===== src/rtl/vx_perf_pipeline_ctrl_pkg.sv =====
// Shared constants and types for the perf counter block: counter indices, counter count, dump FSM states.
`ifndef PERF_CTR_BITS
`define PERF_CTR_BITS 44
`endif

package VX_perf_pkg;

  localparam int NUM_CTRS = 10;

  localparam int PERF_IDX_LOADS     = 0;
  localparam int PERF_IDX_STORES    = 1;
  localparam int PERF_IDX_BRANCHES  = 2;
  localparam int PERF_IDX_IBF_STALL = 3;
  localparam int PERF_IDX_SCB_STALL = 4;
  localparam int PERF_IDX_LSU_STALL = 5;
  localparam int PERF_IDX_CSR_STALL = 6;
  localparam int PERF_IDX_ALU_STALL = 7;
  localparam int PERF_IDX_FPU_STALL = 8;
  localparam int PERF_IDX_GPU_STALL = 9;

  typedef enum logic {
    IDLE   = 1'b0,
    STREAM = 1'b1
  } dump_state_e;

endpackage


===== src/rtl/vx_perf_pipeline_ctrl_ctr.sv =====
// Single wrapping event counter, value visible one cycle after inc; clear beats inc, reset beats both.
module VX_perf_ctr #(
  parameter int CTR_W = `PERF_CTR_BITS
) (
  input  logic             clk,
  input  logic             reset,
  input  logic             clear,
  input  logic             inc,
  output logic [CTR_W-1:0] value
);

  logic [CTR_W-1:0] r_value;

  always_ff @(posedge clk) begin
    if (reset) begin
      r_value <= '0;
    end else if (clear) begin
      r_value <= '0;
    end else if (inc) begin
      r_value <= r_value + CTR_W'(1);
    end
  end

  assign value = r_value;

endmodule


===== src/rtl/vx_perf_pipeline_ctrl.sv =====
// Perf counters with snapshot-and-stream dump; counters update 1 cycle after evt.
// Dump words hold under dump_ready=0; dump_valid/dump_data come only from registers.
module vx_perf_pipeline_ctrl
  import VX_perf_pkg::*;
#(
  parameter  int CTR_W    = `PERF_CTR_BITS,
  localparam int NUM_CTRS = VX_perf_pkg::NUM_CTRS
) (
  input  logic                      clk,
  input  logic                      reset,
  input  logic [NUM_CTRS-1:0]       evt,
  input  logic                      count_en,
  input  logic                      clear,
  input  logic                      dump_req,
  output logic                      dump_busy,
  output logic                      dump_valid,
  input  logic                      dump_ready,
  output logic [3:0]                dump_idx,
  output logic [CTR_W-1:0]          dump_data,
  output logic                      dump_last,
  output logic [NUM_CTRS*CTR_W-1:0] ctr_out
);

  localparam logic [3:0] LAST_IDX = 4'(NUM_CTRS - 1);

  logic [CTR_W-1:0] w_ctr  [NUM_CTRS];
  logic [CTR_W-1:0] r_snap [NUM_CTRS];
  dump_state_e      r_state;
  dump_state_e      w_state_nxt;
  logic [3:0]       r_idx;
  logic             w_start;
  logic             w_xfer;
  logic             w_last_idx;

  for (genvar g = 0; g < NUM_CTRS; g++) begin : g_ctr
    VX_perf_ctr #(
      .CTR_W (CTR_W)
    ) u_ctr (
      .clk   (clk),
      .reset (reset),
      .clear (clear),
      .inc   (evt[g] & count_en),
      .value (w_ctr[g])
    );
    assign ctr_out[g*CTR_W +: CTR_W] = w_ctr[g];
  end

  assign w_start    = (r_state == IDLE) & dump_req;
  assign w_xfer     = (r_state == STREAM) & dump_ready;
  assign w_last_idx = (r_idx == LAST_IDX);

  always_ff @(posedge clk) begin
    if (reset) begin
      r_state <= IDLE;
    end else begin
      r_state <= w_state_nxt;
    end
  end

  always_comb begin
    w_state_nxt = r_state;
    case (r_state)
      IDLE:    if (dump_req) w_state_nxt = STREAM;
      STREAM:  if (dump_ready && w_last_idx) w_state_nxt = IDLE;
      default: w_state_nxt = IDLE;
    endcase
  end

  always_comb begin
    dump_valid = (r_state == STREAM);
    dump_busy  = (r_state == STREAM);
    dump_last  = (r_state == STREAM) & w_last_idx;
  end

  always_ff @(posedge clk) begin
    if (reset) begin
      r_idx <= '0;
    end else if (w_start) begin
      r_idx <= '0;
    end else if (w_xfer) begin
      r_idx <= w_last_idx ? 4'd0 : r_idx + 4'd1;
    end
  end

  // Snapshot takes the pre-increment live values, so a same-cycle event is counted live only.
  always_ff @(posedge clk) begin
    if (reset) begin
      for (int i = 0; i < NUM_CTRS; i++) r_snap[i] <= '0;
    end else if (w_start) begin
      for (int i = 0; i < NUM_CTRS; i++) r_snap[i] <= w_ctr[i];
    end
  end

  assign dump_idx  = r_idx;
  assign dump_data = r_snap[r_idx];

endmodule


===== config.mk =====
export PLATFORM = sky130hd
export DESIGN_NAME = vx_perf_pipeline_ctrl
export DESIGN_NICKNAME = d
export VERILOG_FILES = /design/src/rtl/vx_perf_pipeline_ctrl_pkg.sv /design/src/rtl/vx_perf_pipeline_ctrl_ctr.sv /design/src/rtl/vx_perf_pipeline_ctrl.sv
export SDC_FILE = /design/constraint.sdc
export NUM_CORES = 1
export LEC_CHECK = 0
export ABC_AREA = 0
export CAP_MARGIN = 20
export CORE_MARGIN = 2
export CORE_UTILIZATION = 45
export DETAILED_ROUTE_END_ITERATION = 16
export PLACE_DENSITY = 0.77
export SETUP_SLACK_MARGIN = 0.02
export SYNTH_ARGS = -nofsm -noshare
export SYNTH_HDL_FRONTEND = slang
export SYNTH_SLANG_ARGS = --single-unit

===== constraint.sdc =====
create_clock -name clk -period 12.6 [get_ports clk]
set_clock_uncertainty 0.1 [all_clocks]
set_input_delay 1.26 -clock clk [delete_from_list [all_inputs] [get_ports clk]]
set_output_delay 1.26 -clock clk [all_outputs]
set_load 0.1 [all_outputs]

==> results of run 1 <==
[synthesized netlist by cell type, types with 2 or more instances]
library cell,count
a211oi_1,44
a21oi_1,147
and2_1,407
and3_1,39
and4_1,56
buf_1,21
buf_2,9
clkbuf_1,178
dfxtp_1,449
edfxtp_1,440
ha_1,10
inv_1,62
mux2i_1,48
mux4_2,88
nand2_1,163
nand2b_1,3
nand3_1,149
nand4_1,158
nand4b_1,4
nor2_1,383
nor2b_1,46
nor3_1,129
nor3b_1,3
nor4_1,68
nor4_2,3
nor4b_1,2
o21ai_0,69
o311ai_0,2
o31ai_1,23
o41ai_1,2
or2_2,10
or3_1,79
or4_1,30
xnor2_1,165
xor2_1,170
[power by group through the flow]
| stage | sequential [mW] | clock, mW | combinational [mW] |
|---|---|---|---|
| floorplan | 3.22 | 0 | 0.218 |
| global placement | 3.24 | 0 | 0.308 |
| detailed placement | 3.24 | 0 | 0.311 |
| CTS | 3.18 | 2.72 | 0.311 |
| global route | 3.18 | 2.84 | 0.327 |
| finish | 3.19 | 2.72 | 0.316 |
[worst max-delay path by stage]
stage,start,cells past startpoint,end
final,flip-flop,6,dump_data[23]
after global routing,flip-flop,6,dump_data[23]
after CTS,flip-flop,6,dump_data[19]
after detailed placement,flip-flop,6,dump_data[19]
after global placement,flip-flop,6,dump_data[2]
after floorplan,reset,2,r_snap[0][0]$_SDFFCE_PN0P_
[flip-flops by register name (all words and copies together) (netlist names), named ones only]
register           count
dump_busy              1
dump_idx               4
g_ctr.u_ctr.value    440
r_snap               440
[cell usage in the layout (no fill, tap or decap), drive strengths merged, types with 69 or more instances in the layout]
master / n
xnor2: 165
nor2: 383
nand4: 159
clkdlybuf4s50: 504
xor2: 170
nand3: 149
o21ai: 69
nor4: 71
or3: 79
nor3: 129
nand2: 163
and2: 407
a21oi: 147
edfxtp: 440
mux4: 88
clkbuf: 121
dfxtp: 449
[kinds of logic (layout without fill, tap and decap cells)]
kind of cell / Yosys count / count (layout) / synth area share [%]
other: 0 / 5 / 0
multiplexers: 136 / 136 / 6.194
adder cells (fa/ha/maj): 10 / 10 / 0.3147
AO/OA/AOI/OAI: 287 / 287 / 4.073
flip-flops: 889 / 889 / 55.85
AND/OR/NAND/NOR: 1736 / 1736 / 23.59
buffers and inverters: 271 / 774 / 2.597
XOR/XNOR: 335 / 335 / 7.381
[worst max-delay path: stages (launching register included)]
cell             delay [ps]
dfxtp_4                 940
buf_4                   900
mux4_2                  590
nor2b_1                 140
a211oi_1                800
a21oi_1                 120
clkdlybuf4s50_1        1030
[routing by layer]
metal / global-route usage (%) / routed length, um / vias up
met3: 9.308 / 18850 / 388
met2: 49.18 / 66780 / 2022
li1: - / - / 14020
met5: 0 / 101 / -
met4: 18.74 / 10020 / 14
met1: 38.70 / 50540 / 15430
[area by class of cell]
| type | instances | share of cell area (%) |
|---|---|---|
| inverter | 62 | 0.4768 |
| sequential | 889 | 45.50 |
| clock buffer | 121 | 5.062 |
| antenna | 5 | 0.02563 |
| tap | 1165 | 2.986 |
| clock inverter | 49 | 1.007 |
| timing repair buffer | 542 | 11.01 |
| multi-input combinational | 2504 | 33.93 |
[metrics by stage]
stage	cell area, sq um	setup WS (ps)
floorplan	39760	4796
CTS	48780	6094
finish	48810	6061
global placement	45810	6849
global route	48800	5919
detailed placement	45810	6772
==> flow_summary.yaml, run 1 <==
synthesis:
  netlist.area_leader.share_pct: 33.24
  synth_edf_count: 440
  yosysTopAreaCell: "edfxtp_1"
  ys_warn_count: 0
  yosys.cell_types.count: 40
  synth.area.top_cells: "edfxtp_1 33%, dfxtp_1 23%, and2_1 6.4%"
  postSynthCellCount: 3664
  synth.avg_cell_area_sq_um: 10.85
  async_flop_share_pct: 0
  synth_seq_cells: 889
  syn_nets: 3690
  syn_area_sq_um: 39750
  synth_ff_type: "dfxtp_1"
  ys_seq_area_share_pct: 55.85
global_routing:
  grt_pass1_vias: 29140
  grt_overflow: 0
  grt_pass1_wl_um: 207700
  grt_max_degree: 281
  grt_use_total_pct: 31.51
  antenna_found_initial: 12
cts:
  hold_buffers: 0
  cts_resized: 0
  clk_latency_ps: 670
  cts_made_buffers: 90
  post_cts_buffers: 0
  clkSinkCount: 889
  htree_levels: 3
  cts_tree: "yes"
  clockRootBuffer: "clkbuf_16"
  clk_pin_slew_ps: 60
  clock_path_buffers: 3
floorplan:
  core_sq_um: 87970
  fp.dieW_um: 301.2
  std_cell_rows: 109
  start_util_pct: 45.19
  die_area_sq_um: 90730
  io_pins: 507
  die_h_um: 301.2
worst_setup_path:
  crit_type: "flip-flop to output port"
  reg2reg_depth: 4
  cp-start-kind: "flip-flop"
  r2r_end: "r_snap[5][16]$_SDFFCE_PN0P_"
  crit_required_ps: 11240
  r2r_start: "dump_busy$_SDFF_PP0_"
  end_kind: "output port"
  rrSetupSlack_ps: 9090
  path_max_fanout: 54
  worstPathArrival_ps: 5180
pwr:
  p_leak_nw: 15.87
  p_int_mw: 4.742
  switchingPower_mw: 1.478
  clkPwrFrac_pct: 43.7
  p_per_area_nw_per_um2: 127.4
  power.total_mw: 6.220
  ir_drop_mv: 0.08978
  switching_share_pct: 23.76
  combPwrFrac_pct: 5.1
  p_seq_share_pct: 51.2
hold_path:
  hold_depth: 2
  hold_class: "flip-flop to flip-flop"
  worstHoldStart: "g_ctr[9].u_ctr.value[43]$_SDFFE_PP0P_"
  whs_endpoint: "g_ctr[9].u_ctr.value[43]$_SDFFE_PP0P_"
layout:
  area_growth_pct: 22.79
  multi_input_area_sq_um: 16560
  regArea_sq_um: 22210
  stdcell_count: 5337
  drive_above_1_share_pct: 6.983
  utilization_pct: 55.49
  nets: 4115
  fillers: 7260
sta:
  tightest_slew_ps: 1587
  fin_hold_ws_ps: 384.0
  max_slew_margin_pct: -5.823
  fin_crit_ps: 6539
  period_share_pct: 51.90
  fmax_mhz: 152.9
  finalSetupTns_ps: 0
  rsz0062_at_grt: "no"
  drv_slew: 104
  hold_viol_final: 0
  setup_viol: 0
placement:
  dp.cells: 5160
  port_buffers: 506
  gp_congestion: 1.086
  dp_hpwl_um: 110000
run_status:
  violations: "slew limit"
  status: "finished with violations"
routing:
  vias_per_cell: 5.973
  routed_wl_um: 146300
  drt_iter0_drc: 4211
  first_pass_iters: 6
  vias: 31880
  wl_per_cell_um: 27.41
  final_antenna_net_count: 0
  remaining_drc_errors: 0
job:
  drv_cap: 0
(Power assumes the default switching activity.)
==> run 2, diff against run 1 <==
==> constraint.sdc (replaced) <==
create_clock -name clk -period 5.4 [get_ports clk]
set_clock_uncertainty 0.1 [all_clocks]
set_input_delay 0.54 -clock clk [delete_from_list [all_inputs] [get_ports clk]]
set_output_delay 0.54 -clock clk [all_outputs]
set_load 0.1 [all_outputs]
==> flow_summary.yaml, run 2 (same netlist as run 1, synthesis figures left out) <==
placement:
  dp_hpwl_um: 107000
  placed_area_sq_um: 46120
  gp_congestion: 1.005
  dp.cells: 5184
  port_buffers: 506
cts:
  clk_pin_slew_ps: 60
  htree_levels: 3
  hold_buffers: 0
  clk_latency_ps: 660
  clock_path_buffers: 3
  post_cts_buffers: 0
  cts_made_buffers: 93
  cts_resized: 0
  clockRootBuffer: "clkbuf_16"
  clkSinkCount: 889
  cts_tree: "yes"
layout:
  most-common-layout-cells: "504 x clkdlybuf4s50_1, 445 x dfxtp_1, 440 x edfxtp_1"
  finalInstanceArea_sq_um: 49330
  fillers: 7294
  regArea_sq_um: 22210
  layout_commonest_cell: "clkdlybuf4s50_1"
  multi_input_area_sq_um: 16580
  area_growth_pct: 24.09
  stdcell_count: 5365
  nets: 4142
  drive_above_1_share_pct: 7.579
sta:
  finalSetupTns_ps: 0
  rsz0062_at_grt: "no"
  fmax_mhz: 201.2
  period_share_pct: 92.03
  drv_slew: 0
  max_slew_margin_pct: 21.63
  tightest_slew_ps: 1172
  fin_crit_ps: 4970
  setup_viol: 0
  hold_viol_final: 0
worst_setup_path:
  cp_cell_sequence: "buf_4 > mux4_2 > nor2b_1 > a211oi_1 > a21oi_1 > clkdlybuf4s50_1"
  crit_cells: 6
  worstPathArrival_ps: 4330
  rrSetupSlack_ps: 2560
  crit_family: "buffers and inverters"
  path_buf_inv: 2
  path_max_fanout: 28
  crit_required_ps: 4760
  crit_type: "flip-flop to output port"
  r2r_start: "g_ctr[1].u_ctr.value[0]$_SDFFE_PP0P_"
  cp_slowest_cell: "clkdlybuf4s50_1"
  cp-start-kind: "flip-flop"
  end_kind: "output port"
  max_stage_delay_ps: 1020
  reg2reg_depth: 6
floorplan:
  std_cell_rows: 109
  core_sq_um: 87970
  start_util_pct: 45.19
  die_h_um: 301.2
  die_area_sq_um: 90730
  io_pins: 507
  fp.dieW_um: 301.2
routing:
  first_pass_iters: 5
  vias: 31820
  drt_iter0_drc: 3742
  vias_per_cell: 5.930
  wl_per_cell_um: 26.46
  routed_wl_um: 142000
  remaining_drc_errors: 0
  final_antenna_net_count: 0
global_routing:
  grt_max_degree: 190
  grt_pass1_vias: 28930
  grt_pass1_wl_um: 202600
  antenna_found_initial: 9
  grt_use_total_pct: 30.46
  grt_overflow: 0
pwr:
  power.total_mw: 14.87
  p_leak_nw: 16.13
  p_per_area_nw_per_um2: 301.5
  ir_drop_mv: 0.2679
hold_path:
  worstHoldStart: "count_en"
  hold_class: "primary input to flip-flop"
  hold_depth: 3
job:
  drv_cap: 0
run_status:
  status: "complete, no violations"
==> run 2: cell count changes in the layout (fill, tap and decap cells not counted), sizes merged <==
cell and delta:
clkbuf +14, buf +23, diode -1, bufinv +2, clkinvlp +1, clkinv -9, inv -2
==> run 2: tightest hold or removal path, delay by kind of cell <==
kind | cells | cell delay, ps
buffers and inverters | 1 | 210
and+or+nand+nor | 1 | 120
AOI/OAI and AO/OA | 1 | 50
==> run 2: final timing paths <==
kind                                            to
max reg2reg  g_ctr[1].u_ctr.value[36]$_SDFFE_PP0P_
min           g_ctr[2].u_ctr.value[1]$_SDFFE_PP0P_
max                                   dump_data[1]
min reg2reg  g_ctr[4].u_ctr.value[43]$_SDFFE_PP0P_
==> run 2: routing by layer <==
| layer | global-route usage [%] | wire length [um] | part of all wire, % |
|---|---|---|---|
| met5 | 0 | 70 | 0.049 |
| met4 | 14.34 | 7458 | 5.3 |
| met3 | 7.975 | 16390 | 12 |
| met2 | 48.58 | 66200 | 47 |
| met1 | 38.67 | 51850 | 37 |
==> run 2: where the power goes <==
group          switching (mW)  internal (mW)
logic                   0.566          0.209
clock network            2.76           3.94
registers               0.149           7.25
==> run 2: stage by stage <==
stage	hold WS (ps)	setup WS, ps	util (%)
3_3_place_gp	368.7	1231	52.43
5_1_grt	250.1	243.8	56.07
2_1_floorplan	600.1	246.1	-
4_1_cts	186.7	496.8	56.04
6_report	212.9	430.2	56.08
3_5_place_dp	373.9	1197	52.43
==> run 2: layout make-up <==
cell class                 instances  area share, %
tap                             1165          2.955
clock inverter                    41          1.015
antenna                            4        0.02029
multi-input combinational       2504          33.61
sequential                       889          45.03
clock buffer                     134          5.425
inverter                          62         0.4718
timing repair buffer             566          11.48
